==> config.mk <==
export PLATFORM = sky130hd
export DESIGN_NAME = de10_bus_router
export DESIGN_NICKNAME = d
export VERILOG_FILES = /design/src/rtl/de10_bus_router.sv
export SDC_FILE = /design/constraint.sdc
export NUM_CORES = 1
export LEC_CHECK = 0
export CAP_MARGIN = 20
export CORE_UTILIZATION = 40
export DETAILED_ROUTE_END_ITERATION = 10
export GPL_ROUTABILITY_DRIVEN = 0
export GPL_TIMING_DRIVEN = 0
export PLACE_DENSITY = 0.89
export RECOVER_POWER = 25
export SYNTH_ARGS = -nofsm -noshare
export SYNTH_HDL_FRONTEND = slang
export SYNTH_SLANG_ARGS = --single-unit
==> constraint.sdc <==
create_clock -name clk -period 2.41 [get_ports clk]
set_input_delay 0.482 -clock clk [delete_from_list [all_inputs] [get_ports clk]]
set_output_delay 0.482 -clock clk [all_outputs]
set_load 0.03 [all_outputs]
==> src/rtl/de10_bus_router.sv <==
// Single-master address router: decodes the upper address tag, steers one
// transaction at a time to a slave and returns ack/err/rdata to the CPU.
module de10_bus_router #(
  parameter int NUM_SLAVES = 2,
  parameter int ADDR_W     = 32,
  parameter int DATA_W     = 32,
  parameter int TAG_W      = 10,
  parameter logic [NUM_SLAVES*TAG_W-1:0] REGION_TAGS = {10'h001, 10'h000},
  parameter int TIMEOUT    = 255
) (
  input  logic                         clk,
  input  logic                         rst,
  input  logic                         m_req,
  input  logic                         m_we,
  input  logic [ADDR_W-1:0]            m_addr,
  input  logic [DATA_W-1:0]            m_wdata,
  output logic                         m_ack,
  output logic                         m_err,
  output logic [DATA_W-1:0]            m_rdata,
  output logic [NUM_SLAVES-1:0]        s_sel,
  output logic                         s_we,
  output logic [ADDR_W-1:0]            s_addr,
  output logic [DATA_W-1:0]            s_wdata,
  input  logic [NUM_SLAVES-1:0]        s_ack,
  input  logic [NUM_SLAVES*DATA_W-1:0] s_rdata,
  output logic                         busy
);

  localparam int CW = (TIMEOUT < 2) ? 1 : $clog2(TIMEOUT + 1);
  localparam logic [CW-1:0] TO_LAST = CW'((TIMEOUT == 0) ? 0 : TIMEOUT - 1);
  localparam logic [CW-1:0] CNT_MAX = '1;

  typedef enum logic [1:0] {IDLE, ACCESS, RESP} state_t;

  state_t                  state_q;
  logic [NUM_SLAVES-1:0]   s_sel_q;
  logic                    s_we_q;
  logic [ADDR_W-1:0]       s_addr_q;
  logic [DATA_W-1:0]       s_wdata_q;
  logic                    m_ack_q, m_err_q;
  logic [DATA_W-1:0]       m_rdata_q;
  logic [CW-1:0]           cnt_q;

  logic [NUM_SLAVES-1:0]   match;
  logic [NUM_SLAVES-1:0]   sel_d;
  logic [DATA_W-1:0]       rdata_d;
  logic                    ack_hit;

  for (genvar g = 0; g < NUM_SLAVES; g++) begin : g_tag
    assign match[g] = (m_addr[ADDR_W-1 -: TAG_W] == REGION_TAGS[g*TAG_W +: TAG_W]);
  end

  // Scan high to low so the lowest matching index is the one left standing.
  always_comb begin
    sel_d = '0;
    for (int i = NUM_SLAVES - 1; i >= 0; i--) begin
      if (match[i]) begin
        sel_d    = '0;
        sel_d[i] = 1'b1;
      end
    end
  end

  always_comb begin
    rdata_d = '0;
    for (int i = 0; i < NUM_SLAVES; i++) begin
      if (s_sel_q[i]) rdata_d = s_rdata[i*DATA_W +: DATA_W];
    end
  end

  assign ack_hit = |(s_ack & s_sel_q);

  always_ff @(posedge clk) begin
    if (rst) begin
      state_q   <= IDLE;
      s_sel_q   <= '0;
      s_we_q    <= 1'b0;
      s_addr_q  <= '0;
      s_wdata_q <= '0;
      m_ack_q   <= 1'b0;
      m_err_q   <= 1'b0;
      m_rdata_q <= '0;
      cnt_q     <= '0;
    end else begin
      case (state_q)
        IDLE: begin
          if (m_req) begin
            s_we_q    <= m_we;
            s_addr_q  <= m_addr;
            s_wdata_q <= m_wdata;
            cnt_q     <= '0;
            if (|sel_d) begin
              s_sel_q <= sel_d;
              state_q <= ACCESS;
            end else begin
              m_ack_q   <= 1'b1;
              m_err_q   <= 1'b1;
              m_rdata_q <= '0;
              state_q   <= RESP;
            end
          end
        end
        ACCESS: begin
          if (ack_hit) begin
            m_ack_q   <= 1'b1;
            m_err_q   <= 1'b0;
            m_rdata_q <= s_we_q ? '0 : rdata_d;
            s_sel_q   <= '0;
            state_q   <= RESP;
          end else if (TIMEOUT != 0 && cnt_q == TO_LAST) begin
            m_ack_q   <= 1'b1;
            m_err_q   <= 1'b1;
            m_rdata_q <= '0;
            s_sel_q   <= '0;
            state_q   <= RESP;
          end else if (cnt_q != CNT_MAX) begin
            cnt_q <= cnt_q + CW'(1);
          end
        end
        RESP: begin
          m_ack_q   <= 1'b0;
          m_err_q   <= 1'b0;
          m_rdata_q <= '0;
          state_q   <= IDLE;
        end
        default: state_q <= IDLE;
      endcase
    end
  end

  assign m_ack   = m_ack_q;
  assign m_err   = m_err_q;
  assign m_rdata = m_rdata_q;
  assign s_sel   = s_sel_q;
  assign s_we    = s_we_q;
  assign s_addr  = s_addr_q;
  assign s_wdata = s_wdata_q;
  assign busy    = (state_q != IDLE);

endmodule
# After elaboration in Yosys (flattened, before gate mapping)
# Cells that the tools add are included.
# Widths: inputs -> output; s select.
dict set report word_totals {
  regBits 111
  inputBits 134
  out_inout_bits 102
  wordCells 67
}
dict set report classes {
  addsub 1
  n_eq_ne 12
  mux 32
  n_bitwise 1
  reduce_logical 12
}
# operator count
set op_table {}
lappend op_table {{$mux 32} 7}
lappend op_table {{$pmux 32 s3} 1}
lappend op_table {{$mux 8} 4}
lappend op_table {{$mux 2} 10}
lappend op_table {{$pmux 8 s2} 1}
lappend op_table {{$ne 2x2->1 const B} 6}
lappend op_table {{$eq 10x1->1 const B} 1}
lappend op_table {{$logic_not 10->1} 1}
lappend op_table {{$add 8x1->8 const B} 1}
lappend op_table {{$eq 8x8->1 const B} 1}
lappend op_table {{$ne 8x8->1 const B} 1}
lappend op_table {{$pmux 2 s2} 2}
lappend op_table {{$reduce_and 4->1} 2}
lappend op_table {{$pmux 1 s3} 2}
lappend op_table {{$mux 1} 5}
lappend op_table {{$reduce_and 5->1} 1}
lappend op_table {{$reduce_and 2->1} 2}
lappend op_table {{$reduce_bool 2->1} 2}
lappend op_table {{$reduce_or 2->1} 2}
lappend op_table {{$ne 3x3->1 const B} 1}
lappend op_table {{$reduce_bool 3->1} 1}
lappend op_table {{$and 2x2->2} 1}
lappend op_table {{$eq 2x1->1 const B} 1}
lappend op_table {{$eq 2x2->1 const B} 1}
lappend op_table {{$logic_not 2->1} 1}

# Longest topological paths before layout
# Gate-level depths: netlist of run 1.
dict set report depth {
  word_depth 7
  ltp_mapped 9
}

# Worst setup path before layout of run 1
# No wires, ideal clock.
dict set report synth_path {
  path_kind {reg-to-reg}
  start {register state_q[0]}
  end {register m_rdata_q[10] (netlist: m_rdata[10])}
  arrival_time_ns 2.108
  required_ns 2.289
  path_slack_ns 0.181
  stages_incl_launch_ff 10
  path_buffers 3
  period_less_slack_ns 2.229
  path_cell_list {dfxtp_1 -> inv_1 -> ha_1 -> buf_4 -> or4b_1 -> o31a_1 -> and3_4 -> buf_6 -> buf_12 -> mux2_4}
}
dict set report synth_between {
  elab_chain_cells 3
  word_cells_on_any_way 9
  classes_between {eq/ne: 5; mux: 1; reduce/logical: 3}
}
# element line
set synth_rtl {}
lappend synth_rtl {{start, declared} 35} ;# state_t state_q;
lappend synth_rtl {{start signal, assigned} 75} ;# state_q <= IDLE;
lappend synth_rtl {{start signal, assigned} 94} ;# state_q <= ACCESS;
lappend synth_rtl {{start signal, assigned} 99} ;# state_q <= RESP;
lappend synth_rtl {{$eq 2x1->1 (tied with other cells)} 85} ;# case (state_q)
lappend synth_rtl {{$ne 3x3->1 (no line) (tied with other cells)} --}
lappend synth_rtl {{$reduce_and 4->1 (no line)} --}
lappend synth_rtl {{end signal, assigned} 107} ;# m_rdata_q <= s_we_q ? '0 : rdata_d;
lappend synth_rtl {{end, declared} 41} ;# logic [DATA_W-1:0] m_rdata_q;
# Parallel ways exist; a longest one is shown, timed or not.
# A chain may end at the register's enable or synchronous reset.

# Worst setup path in the final report of run 1
dict set report layout_path {
  start {input port m_addr[28]}
  end {register m_rdata_q[25] (netlist: m_rdata[25])}
}
dict set report layout_between {
  elab_chain_cells 6
  word_cells_on_any_way 7
  classes_between {eq/ne: 2; mux: 2; reduce/logical: 3}
}
# element line
set layout_rtl {}
lappend layout_rtl {{start, declared} 15} ;# input logic [ADDR_W-1:0] m_addr,
lappend layout_rtl {{$eq 10x1->1} 50} ;# assign match[g] = (m_addr[ADDR_W-1 -: TAG_W] == REGION_TAGS[g*TAG_W +: TAG_W]);
lappend layout_rtl {{$mux 2} 57} ;# if (match[i]) begin
lappend layout_rtl {{$mux 2 *} 57}
lappend layout_rtl {{$reduce_or 2->1 *} 92} ;# if (|sel_d) begin
lappend layout_rtl {{$ne 2x2->1 (no line) *} --}
lappend layout_rtl {{$reduce_and 4->1 (no line) *} --}
# Every way passes the cells marked *; elsewhere a longest branch is shown, timed or not.

==> results of run 1 <==
## final timing paths
check / from / depth (start not counted) / slack [ns] / to
max: m_addr[28] / 7 / 0.07 / m_rdata[25]
min: s_addr[8] / 2 / 0.45 / s_addr[8]
max reg2reg: state_q[0] / 9 / 0.07 / m_rdata[25]
min reg2reg: s_addr[8] / 2 / 0.45 / s_addr[8]
## sequential cells by signal, indices dropped and copies added, names as in the netlist
signal,cells
s_addr,32
s_wdata,32
m_rdata,32
s_sel,2
s_we,1
cnt_q,8
state_q,2
m_ack,1
m_err,1
## cells in the final DEF (no fill, tap or decap), types with 28 or more instances in the layout
cell,count
a2111oi_0,31
dfxtp_1,111
nand2_1,164
nand3b_1,32
dlygate4sd3_1,48
clkdlybuf4s50_1,185
mux2_4,28
a21oi_1,75
clkbuf_1,40
nor2b_1,34
## worst max-delay path, delay by kind of cell
kind,cells,cell delay (ns)
AND/OR/NAND/NOR,2,0.74
multiplexers,1,0.30
buffers and inverters,3,0.75
AO/OA/AOI/OAI,1,0.33
## power groups by stage
stage | Sequential, mW | Combinational (mW) | Clock (mW)
after floorplan | 2.14 | 0.294 | 0
after global placement | 1.99 | 0.886 | 0
after detailed placement | 1.99 | 0.893 | 0
after CTS | 1.95 | 0.908 | 1.53
after global routing | 1.96 | 0.955 | 1.61
final | 1.95 | 0.896 | 1.49
## logic make-up after synthesis
kind of cell               count (synthesis)
AOI/OAI and AO/OA                        132
adders and majority gates                  5
buffers and inverters                     62
DFF                                      111
muxes                                     35
and+or+nand+nor                          261
## repair_timing
item / CTS / global route
setup endpoints to repair: 4 / 67
resized for setup: 3 / 5
buffers inserted: 3 / 2
pin swaps: 1 / 2
gates cloned: 0 / 0
## area by class of cell
cell class | count | area (sq um) | area share (%)
clock inverters | 7 | 71.3 | 0.879
flip-flops and latches | 111 | 2220 | 27.4
clock buffers | 9 | 225 | 2.78
plain buffers | 54 | 268 | 3.30
multi-input cells | 433 | 2700 | 33.2
repair buffers | 239 | 2380 | 29.4
well taps | 172 | 215 | 2.65
inverters | 8 | 30.0 | 0.370
## metal layers
metal | part of all wire, % | wire (um) | vias to the layer above | global-route usage, %
met2 | 48 | 7700 | 211 | 40.4
met4 | 1.7 | 281 | 0 | 8.46
met1 | 42 | 6750 | 2377 | 27.9
li1 | - | - | 2608 | -
met5 | 0 | 0 | - | 0
met3 | 8.5 | 1370 | 25 | 6.12
==> impl_metrics.ini, run 1 <==
[worst_setup_path]
critPathRequiredTime_ns = 2.65
crit_chain = clkdlybuf4s50_1 > or4_4 > o31a_1 > and3_4 > buf_6 > buf_12 > mux2_4
crit_slowest_cell = or4_4
worstPathMaxFanout = 10
cp.arrival_ns = 2.59
cp-start-kind = primary input
slowest_delay_ns = 0.54
endpoint_kind = flip-flop
critPathKind = primary input to flip-flop

[yosys]
synth-simple-area-share_pct = 24.5
synth_common_cells = nand2_1 (164), dfxtp_1 (111), a21oi_1 (75), clkbuf_1 (41), nor2b_1 (34)
synth-async-reset-ratio_pct = 0
yosys.area.top_type_share_pct = 42.7
synth_cell_type_count = 45
synth.ff_latch_count = 111
synth_top_flop_cell = dfxtp_1
netlist_area_sq_mm = 0.00520
synth.most_common_cell = nand2_1
synth_mux_area_share_pct = 9.53
synth_fp_nets = 745
synth-compound-area-share_pct = 16.4
yosys_warnings = 0
synth_top_area_cell = dfxtp_1
synth_fa_ha_area_share_pct = 1.20
syn_inst = 606
syn_area_per_cell_sq_um = 8.58
synth-edff-count = 0
synth_area_leaders = dfxtp_1 (43%), nand2_1 (12%), mux2_4 (8.1%)
yosys.area_share.xor_xnor_pct = 0
synth_top_family_by_area = simple AND/OR/NAND/NOR gates
seq_area_frac_synth_pct = 42.7

[cells_and_area]
fin_area_sq_mm = 0.00811
diodes = 0
syn_to_final_growth_pct = 55.9
fill_cells = 1063
stdcell_count = 1033
finalNetCount = 995
drive_above_1_share_pct = 7.43
utilization_pct = 64.0

[floorplanning]
fp.dieH_um = 116
rows = 41
ios = 236
die_w_um = 116
die_area_sq_mm = 0.0135
coreArea_sq_mm = 0.0127
initial_utilization_pct = 41.0

[pwr]
power_mw = 4.34
clkPwrFrac_pct = 34.5
switching_share_pct = 28.9
seq_power_share_pct = 44.9
vdd_drop_max_uv = 400
pwr_density_cell_mw_per_mm2 = 535
p_int_mw = 3.09
p_switching_mw = 1.25
p_leak_nw = 2.96
pwr-share-comb_pct = 20.7

[worst_hold_path]
hp-class = flip-flop to flip-flop

[sta]
hold_ws_ns = 0.452
timing.fmax_mhz = 427
setup_viol = 0
setup_tns_ns = 0
fin_crit_ns = 2.34
drv_slew = 0
worstMarginPinSlew_ns = 0.581
fin_ws_ns = 0.0666
fin_worst_skew_ns = 0.00909
slew_headroom_pct = 60.2
min_period_over_period_pct = 97.2
finalHoldViolations = 0
rsz0062_at_grt = no

[detailed_routing]
wire_per_inst_um = 15.6
wl_um = 16100
route.detailed.drc = 0
final_antenna_net_count = 0
drt-initial-drc-count = 309
first_pass_iters = 4
drt-vias-per-instance = 5.05
num_vias = 5221

[place]
dpl.hpwl_um = 11900
place_area_sq_mm = 0.00776
io_buffers = 234
dp_cells = 1012
preCtsSetupSlack_ns = -0.368

[clock_tree]
tritoncts = built
cts_root_buf = clkbuf_16
cts.sinks = 111
htreeDepth = 3
numCtsBuffers = 9
holdBufCountCts = 0
cts.reportedPaths.clkPinSlew_ns = 0.08
clock_path_buffers = 2
clk_latency_ns = 0.36

[global_route]
grt-ovfl-total = 0
grt_pass1_vias = 5041
grt_pass1_wl_um = 24700
track_usage_pct = 23.4
grt_max_degree = 22
antenna_found_initial = 0

[status]
outcome = complete, no violations

[flow_run]
maxCapViolCount = 0
Power figures use the tool's default switching activity.
==> run 2, diff against run 1 <==
REMOVE_ABC_BUFFERS = 1   (was default)
==> impl_metrics.ini, run 2 (synthesis results as in run 1) <==
[status]
outcome = complete, no violations

[detailed_routing]
route.detailed.drc = 0
first_pass_iters = 5
final_antenna_net_count = 0
drt-vias-per-instance = 5.22
drt-initial-drc-count = 346
wire_per_inst_um = 16.0
wl_um = 15700
num_vias = 5144

[clock_tree]
cts.reportedPaths.clkPinSlew_ns = 0.07
numCtsBuffers = 9
tritoncts = built
cts.sinks = 111
htreeDepth = 3
clk_latency_ns = 0.35
cts_root_buf = clkbuf_16
clock_path_buffers = 2

[floorplanning]
coreArea_sq_mm = 0.0127
ios = 236
die_area_sq_mm = 0.0135
initial_utilization_pct = 41.0
fp.dieH_um = 116
die_w_um = 116
rows = 41

[pwr]
pwr_density_cell_mw_per_mm2 = 555
p_leak_nw = 2.78
vdd_drop_max_uv = 492

[cells_and_area]
fill_cells = 1063
final_common_cell = clkdlybuf4s50_1
utilization_pct = 63.1
layout_common_cells = clkdlybuf4s50_1 (234), nand2_1 (163), dfxtp_1 (109)
syn_to_final_growth_pct = 53.8
diodes = 0
drive_above_1_share_pct = 8.60
finalNetCount = 948

[sta]
worstMarginPinSlew_ns = 0.933
drv_slew = 0
setup_tns_ns = 0
fin_worst_skew_ns = 0.00513
rsz0062_at_grt = yes
timing.fmax_mhz = 426
slew_headroom_pct = 37.8
fin_crit_ns = 2.35
finalHoldViolations = 0
hold_ws_ns = 0.453
min_period_over_period_pct = 97.5
setup_viol = 0

[worst_setup_path]
critPathKind = flip-flop to flip-flop
crit_start = state_q[0]
crit_slowest_cell = or4b_1
crit_cells = 6
worstPathMaxFanout = 17
reg2reg_depth = 6
endpoint_kind = flip-flop
slowest_delay_ns = 0.49
crit_family = simple AND/OR/NAND/NOR gates
cp-start-kind = flip-flop
crit-reg2reg-launch = state_q[0]
crit_chain = inv_1 > ha_2 > or4b_1 > o31a_1 > and3_4 > mux2_4
critPathRequiredTime_ns = 2.65
cp.arrival_ns = 2.59
path_buf_inv = 1

[global_route]
grt_use_met1_pct = 26.9
track_usage_pct = 22.7
antenna_found_initial = 0
grt_max_degree = 72
grt-ovfl-total = 0
grt_use_met2_pct = 39.9
use_met3_pct = 5.65
grt_busiest_layer = met2
grt_pass1_vias = 4795
grt_pass1_wl_um = 23800

[place]
dpl.hpwl_um = 10800
io_buffers = 235

[worst_hold_path]
hp-class = flip-flop to flip-flop
whs_path_depth = 2
hp-start = s_wdata[15]

[flow_run]
maxCapViolCount = 0
[run 2: cell type report]
class / instances / area [sq um] / area share, %
clock buffer: 10 / 239 / 2.99
clock inverter: 6 / 90.1 / 1.13
inverter: 8 / 30.0 / 0.375
multi-input combinational: 434 / 2710 / 33.9
sequential: 111 / 2220 / 27.8
tap: 172 / 215 / 2.69
timing repair buffer: 245 / 2490 / 31.1
[run 2: worst register-to-register path, cell delays in order (launching register included)]
cell	delay (ns)
dfxtp_1	0.32
inv_1	0.11
ha_2	0.31
or4b_1	0.49
o31a_1	0.34
and3_4	0.32
mux2_4	0.35
[run 2: metrics by stage]
step	cells	area (sq um)	power, mW	setup slack [ns]
final	986	8000	4.44	0.0611
after global routing	986	8000	4.61	-0.0379
after CTS	984	8010	4.49	0.0322
after detailed placement	966	7650	2.84	-0.810
after global placement	959	7510	2.82	-3.02
after floorplan	552	4940	2.36	-1.06
[run 2: what timing repair did]
| item | in CTS | in global routing |
|---|---|---|
| pin swaps | 2 | 1 |
| setup buffers | 1 | 2 |
| setup endpoints to repair | 40 | 38 |
| hold buffers | 0 | 0 |
| resized for setup | 3 | 3 |
| gates cloned | 1 | 0 |
[run 2: where the power goes]
part | internal, mW | total [mW] | switching (mW) | leakage [nW]
logic | 0.413 | 0.851 | 0.438 | 1.71
clock network | 0.946 | 1.64 | 0.690 | 0.159
registers | 1.91 | 1.95 | 0.0391 | 0.906
[run 2: final timing paths]
check                              endpoint  slack [ns]
worst max-delay path            m_rdata[28]        0.06
worst min-delay path            s_wdata[15]        0.45
worst max register to register  m_rdata[28]        0.06
worst min register to register  s_wdata[15]        0.45
[run 2: routing by layer]
layer / share of wire [%] / vias to the layer above
li1: - / 2506
met1: 41 / 2455
met5: 0 / -
met2: 51 / 151
met4: 2.6 / 0
met3: 5.2 / 32
